**src/rtl/vga_pixel_mixer.sv**
```systemverilog
// VGA colour stage: per-pixel layer select, writable palette lookup, 2-stage pipeline.
// Optional palette-index blinking is built when VGA_MIXER_BLINK_EN is defined.
module vga_pixel_mixer #(
  parameter int unsigned COLOR_BITS   = 10,
  parameter int unsigned IDX_BITS     = 2,
  parameter int unsigned SCORE_IDX    = 1,
  parameter int unsigned ROM_IDX      = 3,
  parameter int unsigned BG_IDX       = 0,
  parameter int unsigned BLINK_IDX    = 2,
  parameter int unsigned BLINK_FRAMES = 15
) (
  input  logic                      clock_25,
  input  logic                      reset,
  input  logic                      display_area,
  input  logic                      game_enable,
  input  logic [IDX_BITS-1:0]       color_data,
  input  logic                      score_time_enable,
  input  logic                      datarom,
  input  logic                      frame_start,
  input  logic                      blink_en,
  input  logic                      pal_wr_en,
  input  logic [IDX_BITS-1:0]       pal_wr_idx,
  input  logic [3*COLOR_BITS-1:0]   pal_wr_rgb,
  output logic [COLOR_BITS-1:0]     red,
  output logic [COLOR_BITS-1:0]     green,
  output logic [COLOR_BITS-1:0]     blue,
  output logic                      pix_valid
);

  localparam int unsigned DEPTH = 2**IDX_BITS;
  localparam int unsigned RGB_W = 3*COLOR_BITS;

  function automatic logic [RGB_W-1:0] pal_init(input int unsigned idx);
    logic [COLOR_BITS-1:0] lo;
    logic [COLOR_BITS-1:0] hi;
    lo = '0;
    hi = '1;
    case (idx)
      1:       pal_init = {lo, hi, lo};
      2:       pal_init = {hi, lo, lo};
      3:       pal_init = {hi, hi, hi};
      default: pal_init = '0;
    endcase
  endfunction

  logic [RGB_W-1:0]    r_pal [DEPTH];
  logic [IDX_BITS-1:0] r_sel_idx;
  logic                r_vis;
  logic [IDX_BITS-1:0] w_sel_idx;
  logic                w_hidden;
  logic [RGB_W-1:0]    w_rgb;

`ifdef VGA_MIXER_BLINK_EN
  localparam int unsigned CNT_W = $clog2(BLINK_FRAMES + 1);

  typedef enum logic {PH_VISIBLE, PH_HIDDEN} phase_t;

  phase_t           r_phase;
  phase_t           w_phase_nxt;
  logic [CNT_W-1:0] r_cnt;
  logic [CNT_W-1:0] w_cnt_nxt;

  always_ff @(posedge clock_25 or negedge reset) begin
    if (!reset) begin
      r_phase <= PH_VISIBLE;
      r_cnt   <= '0;
    end else begin
      r_phase <= w_phase_nxt;
      r_cnt   <= w_cnt_nxt;
    end
  end

  always_comb begin
    w_phase_nxt = r_phase;
    w_cnt_nxt   = r_cnt;
    if (!blink_en) begin
      w_phase_nxt = PH_VISIBLE;
      w_cnt_nxt   = '0;
    end else if (frame_start) begin
      if (r_cnt == CNT_W'(BLINK_FRAMES - 1)) begin
        w_cnt_nxt   = '0;
        w_phase_nxt = (r_phase == PH_VISIBLE) ? PH_HIDDEN : PH_VISIBLE;
      end else begin
        w_cnt_nxt = r_cnt + 1'b1;
      end
    end
  end

  // Gated by blink_en so dropping the enable shows the index in the same cycle.
  assign w_hidden = blink_en && (r_phase == PH_HIDDEN);
`else
  logic w_unused_blink;
  assign w_unused_blink = frame_start ^ blink_en;
  assign w_hidden       = 1'b0;
`endif

  always_comb begin
    w_sel_idx = IDX_BITS'(BG_IDX);
    if (game_enable) begin
      if (w_hidden && (color_data == IDX_BITS'(BLINK_IDX))) begin
        w_sel_idx = IDX_BITS'(BG_IDX);
      end else begin
        w_sel_idx = color_data;
      end
    end else if (score_time_enable) begin
      w_sel_idx = IDX_BITS'(SCORE_IDX);
    end else if (datarom) begin
      w_sel_idx = IDX_BITS'(ROM_IDX);
    end
  end

  always_ff @(posedge clock_25 or negedge reset) begin
    if (!reset) begin
      r_sel_idx <= '0;
      r_vis     <= 1'b0;
    end else begin
      r_sel_idx <= w_sel_idx;
      r_vis     <= display_area;
    end
  end

  // Non-blocking write: a lookup at the write edge still returns the old entry.
  always_ff @(posedge clock_25 or negedge reset) begin
    if (!reset) begin
      for (int unsigned i = 0; i < DEPTH; i++) begin
        r_pal[i] <= pal_init(i);
      end
    end else if (pal_wr_en) begin
      r_pal[pal_wr_idx] <= pal_wr_rgb;
    end
  end

  assign w_rgb = r_vis ? r_pal[r_sel_idx] : '0;

  always_ff @(posedge clock_25 or negedge reset) begin
    if (!reset) begin
      red       <= '0;
      green     <= '0;
      blue      <= '0;
      pix_valid <= 1'b0;
    end else begin
      red       <= w_rgb[RGB_W-1 -: COLOR_BITS];
      green     <= w_rgb[2*COLOR_BITS-1 -: COLOR_BITS];
      blue      <= w_rgb[COLOR_BITS-1:0];
      pix_valid <= r_vis;
    end
  end

endmodule
```
**config.mk**
```make
export PLATFORM = sky130hd
export DESIGN_NAME = vga_pixel_mixer
export DESIGN_NICKNAME = d
export VERILOG_FILES = /design/src/rtl/vga_pixel_mixer.sv
export SDC_FILE = /design/constraint.sdc
export NUM_CORES = 1
export LEC_CHECK = 0
export CORE_ASPECT_RATIO = 1.25
export CORE_UTILIZATION = 60
export DETAILED_ROUTE_END_ITERATION = 6
export GPL_TIMING_DRIVEN = 1
export PLACE_DENSITY = 0.84
export SLEW_MARGIN = 25
export SYNTH_ARGS = -nofsm -noshare
export SYNTH_HDL_FRONTEND = slang
export SYNTH_SLANG_ARGS = --single-unit
```
**constraint.sdc**
```tcl
create_clock -name clock_25 -period 1.8 [get_ports clock_25]
set_input_delay 0.54 -clock clock_25 [delete_from_list [all_inputs] [get_ports clock_25]]
set_output_delay 0.54 -clock clock_25 [all_outputs]
set_load 0.01 [all_outputs]
```
# Yosys cells after proc, flatten, opt, wreduce, memory -nomap -nowiden
# Index checks and enable logic that the tools add are counted.
[classes] order_cmp=3 bitwise=2 reduce_logical=1 n_mux=10
[ops] op="$bwmux W120" n=1
[ops] op="$mux W30" n=4
[ops] op="$bmux W30 S2" n=1
[ops] op="$demux W30 S2" n=1
[ops] op="$ge A3 B3 Y1 const B" n=2
[ops] op="$mux W2" n=3
[ops] op="$not A2 Y3" n=2
[ops] op="$lt A3 B1 Y1 const B" n=1
[ops] op="$logic_and A1 B1 Y1" n=1
[totals] in_bits=43 output_inout_bits=31 elab_cells=26 register_bits=154

# Logic depth before layout (Yosys ltp)
[logic_depth] depth_word=6 depth_mapped=4 mapped_depth_nobuf=2

# Worst setup path before layout
# OpenSTA, ideal clock, no wires.
[synth_timing] kind="input port to flip-flop" from="input port pal_wr_idx[1]" to="register r_pal[119] in the netlist's numbering" arrival_ns=1.273 path_buffers=1 stages=3 required_time_ns=1.675 setup_time_ns=0.125 slack_ns=0.402 cell_sequence="nor3b_2 -> buf_4 -> mux2_2"
[synth_via] elab_chain_len=6 word_cells_on_any_way=7 classes_between="order compare: 2; mux: 3; bitwise: 1; reduce/logical: 1"
[synth_lines] element="start: declaration" line_no="22" rtl="input logic [IDX_BITS-1:0] pal_wr_idx,"
[synth_lines] element="$not A2 Y3 (not written as such) (*)" line_no="129" rtl="r_pal[pal_wr_idx] <= pal_wr_rgb;"
[synth_lines] element="$ge A3 B3 Y1 (not written as such) / $lt A3 B1 Y1 (equally long branches)" line_no="129"
[synth_lines] element="$logic_and A1 B1 Y1 (not written as such)" line_no="129"
[synth_lines] element="$mux W30 (not written as such)" line_no="129"
[synth_lines] element="$demux W30 S2 (*)" line_no="129"
[synth_lines] element="$bwmux W120 (*)" line_no="129"
[synth_lines] element="end signal: indexed assignment" line_no="126" rtl="r_pal[i] <= pal_init(i);"
[synth_lines] element="end signal: indexed assignment" line_no="129"
[synth_lines] element="end: declaration" line_no="46" rtl="logic [RGB_W-1:0] r_pal [DEPTH];"
# Mark *: on every way between the ends. The rest lies on a longest branch, timed or not.
# A chain may end at the register's enable or synchronous reset.

# Worst setup path in the final report
[layout_timing] from="input port pal_wr_idx[1]" to="register r_pal[112] in the netlist's numbering"
# Same word-level chain as after synthesis.

==> results.toml <==
[outcome]
status = "finished clean"

[sta]
tightest_slew_ns = 0.413
setup_violations = 0
rsz0062_at_grt = "no"
slew_headroom_pct = 72.5
layout_min_cycle_time_ns = 1.68
maxSlewViolCount = 0
fmax_mhz = 594
min_period_over_period_pct = 93.6
hold_viol = 0
fin_worst_skew_ns = 0.00953

[power_and_ir_drop]
vdd_drop_max_mv = 0.645
swShare_pct = 24.2
p_leak_nw = 3.42
intPower_mw = 7.25
switchingPower_mw = 2.32
comb_power_share_pct = 15.0
clkPwrFrac_pct = 37.5
power_density_nw_per_um2 = 1220
seqPwrFrac_pct = 47.6

[setup_path]
critPathMaxFanout = 6
reg2reg_from = "r_sel_idx[1]"
crit_start = "pal_wr_idx[1]"
endpoint = "r_pal[112]"
worst-path-buf-inv = 2
worstSetupEndpointType = "flop"
arrival_ns = 1.98
crit_cells = 4
path_class = "in -> reg"
path_cells = "clkdlybuf4s50_1, nor3b_4, buf_4, mux2_2"
cp_top_family = "buffers and inverters"
cp-start-kind = "primary input"
ff2ff_path_depth = 3
worst_path_max_delay_cell = "clkdlybuf4s50_1"
ff2ff_setup_slack_ns = 0.41
cp_slowest_stage_delay_ns = 0.51
worstPathRequired_ns = 2.10
rr_endpoint = "green[9]"

[clock_tree]
cts_resized = 31
cts_buffers = 17
cts_tree = "built"
path_clk_slew_ns = 0.06
worst_skew_pair.late_latency_ns = 0.42
holdBufCountCts = 0
cts_sinks = 154
cts_root_buf = "clkbuf_16"
cts_setup_buffers = 0
h-tree-depth = 4
clockBufferDepth = 2

[synthesis]
synthArstFlopShare_pct = 100
syn_area_per_cell_um2 = 15.6
syn_inst = 401
synth_area_leaders = "dfrtp_1 42%, mux2_2 21%, dfstp_2 21%, mux2i_1 9.6%, o22ai_1 3.0%"
synth_area_um2 = 6250
ys_seq_area_share_pct = 62.7
yosysTopAreaCellShare_pct = 41.6
ys_ff_latch = 154
synth.distinct_cells = 16
synth_top_flop_cell = "dfrtp_1"
yosys.area.top_type = "dfrtp_1"
ys_warn_count = 0
synth_edf_count = 0
synth_nets = 444

[floorplanning]
core_um2 = 10100
ios = 74
dieArea_um2 = 10800
fp.dieW_um = 93.3
start_util_pct = 61.9
fp-row-count = 41
die_y_um = 116

[detailed_routing]
routed_wl_mm = 12.5
vias = 3662
wl_per_cell_um = 19.9
via_per_inst = 5.82
dr.pass1.iters = 4
final_antenna_net_count = 0
drcViolationCount = 0
drt_iter0_markers = 177

[cells_and_area]
final_cell_mix = "118 x mux2_2, 103 x dfrtp_1, 60 x mux2i_1, 50 x dfstp_2, 39 x clkdlybuf4s50_1"
fin_nets = 530
final_util_pct = 77.5
layout_commonest_cell = "mux2_2"
diodes = 0
drive_gt1_share_pct = 44.8
area_delta_synth_final_pct = 25.3
final_area_um2 = 7840

[global_routing]
grt_max_degree = 50
track_usage_pct = 25.5
grt_pass1_vias = 3976
grt_pass1_wl_mm = 20.4
grt-ovfl-total = 0
antenna_found_initial = 0

[placed_design]
dp_hpwl_mm = 7.40
postPlaceCellArea_um2 = 7270
port_buffers = 71
gp_congestion = 0.717

[run]
max_cap_viol_count = 0

[worst_hold_path]
hold_class = "in -> async"
==> routing by layer <==
metal | share of wire, % | track usage (%) | routed length, um | vias up
met2 | 52 | 44.2 | 6480 | 81
li1 | - | - | - | 1633
met3 | 3.5 | 5.60 | 437 | 16
met5 | 0 | 0 | 0 | -
met4 | 1.4 | 8.62 | 180 | 0
met1 | 43 | 32.0 | 5430 | 1932
==> Yosys cell counts, drive strengths merged (2+ instances only) <==
cell type,count
dfrtp,104
mux2i,60
o21ai,2
dfstp,50
o22ai,30
nand2,3
nand2b,2
nand3b,2
clkbuf,6
buf,19
mux2,120
==> logic make-up (layout without fill, tap and decap cells) <==
family | after synthesis | after routing | synth area share (%)
compound gates | 32 | 32 | 3.16
buf+inv | 25 | 124 | 2.00
flops | 154 | 154 | 62.7
mux | 180 | 180 | 31.2
simple gates | 10 | 10 | 0.960
==> layout make-up <==
class / count / area, um2
clock inverters: 14 / 173
clock buffers: 18 / 429
fillers: 602 / 2270
flip-flops and latches: 154 / 3920
repair buffers: 92 / 931
well taps: 129 / 161
multi-input cells: 222 / 2220
==> state kept, by name, summed over array words and instances (netlist names) <==
| signal | flops |
|---|---|
| pix_valid | 1 |
| green | 10 |
| r_sel_idx | 2 |
| r_vis | 1 |
| r_pal | 120 |
| red | 10 |
| blue | 10 |
==> worst min path at each step <==
| stage | endpoint | slack [ns] | depth (start not counted) |
|---|---|---|---|
| finish | red[3] | 0.04 | 1 |
| detailed placement | pix_valid | 0.44 | 0 |
| floorplan | blue[0] | 0.24 | 0 |
| global route | r_pal[83] | 0.06 | 1 |
| CTS | r_pal[97] | 0.04 | 1 |
| global placement | pix_valid | 0.44 | 0 |
==> through the flow <==
stage	power, mW	hold slack, ns	worst slack (ns)	TNS, ns	instances
6_report	9.56	0.0375	0.115	0	629
5_1_grt	9.95	0.0617	0.0671	0	629
4_1_cts	9.64	0.0426	0.130	0	629
3_5_place_dp	6.08	0.442	-0.281	-24.69	597
3_3_place_gp	5.98	0.441	-0.248	-22.36	597
2_1_floorplan	5.41	0.244	0.402	0	401
==> power groups by stage <==
stage	logic [mW]	registers, mW	clock network, mW
floorplan	0.863	4.55	0
global placement	1.43	4.54	0
detailed placement	1.49	4.59	0
CTS	1.45	4.55	3.64
global route	1.55	4.62	3.78
finish	1.43	4.55	3.58
Power figures use the tool's default switching activity.
